<file path="config.mk">
export PLATFORM = sky130hd
export DESIGN_NAME = if_fetch_stage
export DESIGN_NICKNAME = d
export VERILOG_FILES = /design/src/rtl/if_fetch_stage.sv
export SDC_FILE = /design/constraint.sdc
export NUM_CORES = 1
export LEC_CHECK = 0
export CAP_MARGIN = 20
export CELL_PAD_IN_SITES_DETAIL_PLACEMENT = 1
export CELL_PAD_IN_SITES_GLOBAL_PLACEMENT = 1
export CORE_AREA = 2 2 153 155
export CTS_CLUSTER_DIAMETER = 100
export DETAILED_ROUTE_END_ITERATION = 10
export DIE_AREA = 0 0 155 157
export GPL_TIMING_DRIVEN = 0
export PLACE_DENSITY = 0.79
export RECOVER_POWER = 25
export SYNTH_ARGS = -nofsm -noshare
export SYNTH_HDL_FRONTEND = slang
export SYNTH_SLANG_ARGS = --single-unit
</file>
<file path="constraint.sdc">
create_clock -name clk -period 8.4 [get_ports clk]
set_clock_uncertainty 0.2 [all_clocks]
set_input_delay 1.68 -clock clk [delete_from_list [all_inputs] [get_ports clk]]
set_output_delay 1.68 -clock clk [all_outputs]
set_load 0.05 [all_outputs]
</file>
<file path="src/rtl/if_fetch_stage.sv">
// Instruction-fetch stage: PC register, imem request/handshake, IF/ID pipeline register,
// stall skid buffer and redirect handling. Optional perf counters under IF_PERF_CNT_EN.
//
// state   | meaning
// --------+------------------------------------------------------------------
// S_FETCH | request outstanding at pc; accept, skid, drop or wait on imem_ready
// S_HOLD  | fetched word parked in skid while decode is stalled; no request
module if_fetch_stage #(
  parameter logic [31:0] RESET_PC  = 32'h0000_0000,
  parameter logic [31:0] NOP_INSTR = 32'h0000_0000
) (
  input  logic        clk,
  input  logic        rst,
  input  logic [31:0] in_MUXPC_Address,
  input  logic [1:0]  in_pc_src,
  input  logic        stall,
  input  logic        imem_ready,
  input  logic [31:0] imem_rdata,
  output logic        imem_req,
  output logic [31:0] imem_addr,
  output logic [31:0] out_Add4_PC_4,
  output logic [31:0] out_IF_ID_PC_4,
  output logic [31:0] out_IF_ID_Instr,
  output logic        out_IF_ID_valid
`ifdef IF_PERF_CNT_EN
  ,
  output logic [31:0] perf_fetch_cnt,
  output logic [31:0] perf_stall_cnt
`endif
);

  typedef enum logic {
    S_FETCH = 1'b0,
    S_HOLD  = 1'b1
  } state_t;

  state_t      state;
  state_t      state_nxt;

  logic [31:0] pc;
  logic [31:0] pc_4;
  logic [31:0] skid_pc_4;
  logic [31:0] skid_instr;
  logic [31:0] redirect_pc;
  logic        redirect_pend;
  logic        redirect;

  logic        ifid_ld_fetch;
  logic        ifid_ld_skid;
  logic        ifid_flush;
  logic        skid_ld;
  logic        pc_ld_mux;
  logic        pc_ld_redirect;
  logic        pend_set;
  logic        pend_clr;

  assign redirect      = (in_pc_src != 2'b00);
  assign pc_4          = pc + 32'd4;
  assign imem_addr     = pc;
  assign out_Add4_PC_4 = pc_4;

  always_ff @(posedge clk or posedge rst) begin
    if (rst) begin
      state <= S_FETCH;
    end else begin
      state <= state_nxt;
    end
  end

  // A pending redirect turns the next ready into a drop, so it never parks in HOLD.
  always_comb begin
    state_nxt = state;
    case (state)
      S_FETCH: begin
        if (!redirect && !redirect_pend && imem_ready && stall) begin
          state_nxt = S_HOLD;
        end
      end
      S_HOLD: begin
        if (redirect || !stall) begin
          state_nxt = S_FETCH;
        end
      end
      default: state_nxt = S_FETCH;
    endcase
  end

  always_comb begin
    imem_req       = 1'b0;
    ifid_ld_fetch  = 1'b0;
    ifid_ld_skid   = 1'b0;
    ifid_flush     = 1'b0;
    skid_ld        = 1'b0;
    pc_ld_mux      = 1'b0;
    pc_ld_redirect = 1'b0;
    pend_set       = 1'b0;
    pend_clr       = 1'b0;
    case (state)
      S_FETCH: begin
        imem_req = 1'b1;
        if (redirect) begin
          ifid_flush = 1'b1;
          if (imem_ready) begin
            pc_ld_mux = 1'b1;
            pend_clr  = 1'b1;
          end else begin
            pend_set = 1'b1;
          end
        end else if (imem_ready) begin
          if (redirect_pend) begin
            pc_ld_redirect = 1'b1;
            pend_clr       = 1'b1;
          end else if (stall) begin
            skid_ld = 1'b1;
          end else begin
            ifid_ld_fetch = 1'b1;
            pc_ld_mux     = 1'b1;
          end
        end
      end
      S_HOLD: begin
        if (redirect) begin
          ifid_flush = 1'b1;
          pc_ld_mux  = 1'b1;
        end else if (!stall) begin
          ifid_ld_skid = 1'b1;
          pc_ld_mux    = 1'b1;
        end
      end
      default: begin
        imem_req = 1'b0;
      end
    endcase
  end

  always_ff @(posedge clk or posedge rst) begin
    if (rst) begin
      pc <= RESET_PC;
    end else if (pc_ld_redirect) begin
      pc <= redirect_pc;
    end else if (pc_ld_mux) begin
      pc <= in_MUXPC_Address;
    end
  end

  always_ff @(posedge clk or posedge rst) begin
    if (rst) begin
      out_IF_ID_PC_4  <= 32'h0;
      out_IF_ID_Instr <= NOP_INSTR;
      out_IF_ID_valid <= 1'b0;
    end else if (ifid_flush) begin
      out_IF_ID_PC_4  <= 32'h0;
      out_IF_ID_Instr <= NOP_INSTR;
      out_IF_ID_valid <= 1'b0;
    end else if (ifid_ld_fetch) begin
      out_IF_ID_PC_4  <= pc_4;
      out_IF_ID_Instr <= imem_rdata;
      out_IF_ID_valid <= 1'b1;
    end else if (ifid_ld_skid) begin
      out_IF_ID_PC_4  <= skid_pc_4;
      out_IF_ID_Instr <= skid_instr;
      out_IF_ID_valid <= 1'b1;
    end
  end

  // Skid occupancy is implied by S_HOLD; the data is cleared on flush so nothing stale lingers.
  always_ff @(posedge clk or posedge rst) begin
    if (rst) begin
      skid_pc_4  <= 32'h0;
      skid_instr <= NOP_INSTR;
    end else if (ifid_flush) begin
      skid_pc_4  <= 32'h0;
      skid_instr <= NOP_INSTR;
    end else if (skid_ld) begin
      skid_pc_4  <= pc_4;
      skid_instr <= imem_rdata;
    end
  end

  // Newest redirect target wins while the abandoned fetch is still in flight.
  always_ff @(posedge clk or posedge rst) begin
    if (rst) begin
      redirect_pc   <= RESET_PC;
      redirect_pend <= 1'b0;
    end else if (pend_set) begin
      redirect_pc   <= in_MUXPC_Address;
      redirect_pend <= 1'b1;
    end else if (pend_clr) begin
      redirect_pend <= 1'b0;
    end
  end

`ifdef IF_PERF_CNT_EN
  always_ff @(posedge clk or posedge rst) begin
    if (rst) begin
      perf_fetch_cnt <= 32'h0;
      perf_stall_cnt <= 32'h0;
    end else begin
      if (ifid_ld_fetch || ifid_ld_skid) begin
        perf_fetch_cnt <= perf_fetch_cnt + 32'd1;
      end
      if (stall) begin
        perf_stall_cnt <= perf_stall_cnt + 32'd1;
      end
    end
  end
`endif

endmodule

</file>
==> flow_summary_export.csv <==
group,metric,value,unit
hold_path,hp-start,"out_IF_ID_PC_4[5]$_DFFE_PP0P_",
timing,period_needed,5.23,ns
synthesis,synth-seq-cells,195,
die,die_area,24300,um2
layout,syn_to_final_growth,33.2,%
placement,dp_hpwl,19.3,mm
routing,post_drt_wl_per_cell,19.2,um
die,std_cell_rows,55,
run_status,status,"finished, violations left",
synthesis,synthesis.instances,858,
critical_path,cpPeakStageDelay,0.87,ns
grt,overflow,0,
clocking,cts_sinks,195,
synthesis,ys_types,42,
pwr,p_total,2.32,mW
critical_path,reg2reg_depth,6,
synthesis,ys_seq_area_share,55.6,%
timing,min_period_over_period,62.3,%
timing,holdWs,0.280,ns
job,drv_cap,1,
synthesis,synth_warnings,0,
timing,rsz0062_at_grt,"no",
layout,layout_common_cells,"dfrtp_1 (195), clkdlybuf4s50_1 (195), nand2_1 (121)",
timing,maxSlewHeadroom,-153,%
synthesis,synth_area,8770,um2
grt,antenna_found_initial,0,
pwr,cellLeakagePower,5.22,nW
hold_path,whs_endpoint,"out_IF_ID_PC_4[5]$_DFFE_PP0P_",
die,initial_core_util,39.0,%
die,die_y,157,um
critical_path,crit_type,"reg2out",
critical_path,cp.required,6.52,ns
critical_path,rrSetupSlack,5.87,ns
clocking,cts_root_buf,"clkbuf_16",
grt,grt_usage,21.9,%
clocking,cts_made_buffers,17,
routing,viasPerCell,5.18,
pwr,ir_drop,117,uV
synthesis,async_flop_share,100,%
routing,wl,26.3,mm
clocking,cts.clk_slew.worst_paths,0.08,ns
timing,hold_viol,0,
critical_path,timing.rr.start,"imem_addr[2]$_DFFE_PP0P_",
hold_path,whs_path_depth,2,
clocking,clockBufferDepth,2,
die,core_area,22500,um2
pwr,power_density,198,nW/um2
grt,grt_first_pass_wirelength,41.5,mm
synthesis,avgSynthCellArea,10.2,um2
layout,stdcell_area,11700,um2
critical_path,worstPathArrival,3.35,ns
critical_path,reg2reg_to,"out_IF_ID_PC_4[24]$_DFFE_PP0P_",
hold_path,min_path_type,"reg2reg",
critical_path,crit_path_start_kind,"flop",
layout,fin_util,51.9,%
grt,grt_pass1_vias,7547,
clocking,htree_levels,4,
timing,finalWorstSetupSlack,3.17,ns
synthesis,synth_fp_nets,929,
routing,drc,0,
timing,setup_viol,0,
routing,first_pass_iters,4,
clocking,cts_hold_buf,0,
placement,placed_cell_area,11100,um2
routing,dr.first_iter.drc_count,349,
clocking,postCtsSetupBuffers,0,
run_status,violations,"capacitance limit, slew limit",
die,num_io_pins,200,
routing,vias,7108,
clocking,clk_latency,0.43,ns
routing,final_antenna_net_count,0,
clocking,cts_tree,"built",
synthesis,synth_flop_cell,"dfrtp_1",
clocking,cts_resized,0,
placement,gp_routability_congestion,0.821,
timing,clock.fmax,0.191,GHz
layout,drive_above_1_share,8.10,%
timing,maxSlewViolCount,83,
critical_path,worst_path_max_delay_cell,"clkdlybuf4s50_1",
synthesis,synth_edf_count,0,
critical_path,cp-end-kind,"output pin",
layout,nNetsFinal,1147,
critical_path,critPathMaxFanout,9,
timing,worst_slew_pin_slew,3.77,ns
die,die_x,155,um
critical_path,path_cells,"ha_1 > nand3_2 > nor3_4 > nand4_1 > xnor2_1 > clkdlybuf4s50_1",
layout,n_antenna_cell,0,
grt,grt_max_degree,114,
placement,io_buffers,198,
placement,pre_cts_slack,3.60,ns
-- routing by layer --
layer | vias up | global-route usage [%] | routed length, um
met1 | 3510 | 29.3 | 12100
met4 | 0 | 6.31 | 536
met3 | 30 | 4.30 | 1140
met5 | - | 0 | 0
li1 | 3395 | - | -
met2 | 173 | 36.2 | 12500
-- stage by stage --
| step | cells | TNS, ns |
|---|---|---|
| floorplan | 858 | 0 |
| global placement | 1341 | -322.31 |
| detailed placement | 1342 | 0 |
| CTS | 1372 | 0 |
| global route | 1372 | 0 |
| finish | 1372 | 0 |
-- power by group --
part           switching (mW)  leakage, nW  internal, mW
sequential             0.0539         2.55         0.989
clock                   0.386        0.263         0.388
combinational           0.325         2.41         0.173
-- how the worst max path moves through the flow --
stage / startpoint / endpoint / slack, ns / cells after the start
2_1_floorplan: rst / imem_addr[0]$_DFFE_PP0P_ / 1.21 / 1
3_3_place_gp: rst / imem_addr[4]$_DFFE_PP0P_ / -1.67 / 2
3_5_place_dp: imem_addr[2]$_DFFE_PP0P_ / out_Add4_PC_4[24] / 3.60 / 6
4_1_cts: imem_addr[2]$_DFFE_PP0P_ / out_Add4_PC_4[24] / 3.07 / 6
5_1_grt: imem_addr[2]$_DFFE_PP0P_ / out_Add4_PC_4[24] / 2.94 / 6
6_report: imem_addr[2]$_DFFE_PP0P_ / out_Add4_PC_4[24] / 3.17 / 6
-- logic make-up after synthesis --
group                      synth area share, %
and+or+nand+nor                           15.6
DFF                                       55.6
AOI/OAI and AO/OA                         10.1
muxes                                     11.8
buffers and inverters                     3.94
xor gates and xnor gates                  2.80
adders and majority gates                0.143
-- cells in the mapped netlist (2+ instances only) --
library cell	instances	share of area, %
nor3_1	3	0.17
o21a_1	2	0.17
clkbuf_1	31	1.3
nand2_1	121	5.2
and4_1	4	0.40
o31ai_1	4	0.34
nor2_1	55	2.4
mux2i_1	67	7.6
mux2_2	32	4.1
a22oi_1	15	1.3
o21ai_1	56	3.2
a21o_1	4	0.34
nand3_1	73	4.2
nand4_2	2	0.29
buf_2	9	0.51
and3_1	16	1.1
a21oi_1	41	2.3
a222oi_1	4	0.46
dfrtp_1	195	56
xnor2_1	16	1.6
o21ai_0	25	1.4
xor2_1	12	1.2
buf_1	12	0.51
and2_1	3	0.21
nor4_1	2	0.14
inv_1	27	1.2
a22o_1	5	0.50
nand4_1	6	0.43
buf_4	3	0.26
-- worst max-delay path: cells and delay by family, from the launching register on --
| kind | cells | cell delay [ns] |
|---|---|---|
| XOR/XNOR | 1 | 0.34 |
| adder cells (fa/ha/maj) | 1 | 0.27 |
| buffers and inverters | 1 | 0.87 |
| flip-flops | 1 | 0.57 |
| AND/OR/NAND/NOR | 3 | 0.86 |
-- flip-flops by register name (all words and copies together), names as in the netlist --
signal,count
imem_addr,32
out_IF_ID_PC_4,32
skid_instr,32
skid_pc_4,32
state,1
redirect_pc,32
out_IF_ID_valid,1
out_IF_ID_Instr,32
redirect_pend,1
-- area by class of cell --
cell class / instances / area, um2
buffer: 56 / 240
clock buffer: 17 / 425
clock inverter: 13 / 119
fill: 2475 / 10800
inverter: 28 / 106
multi-input combinational: 579 / 3550
sequential: 195 / 4880
tap: 285 / 357
timing repair buffer: 199 / 2010
Note: power is estimated with default switching activity, not from simulation.
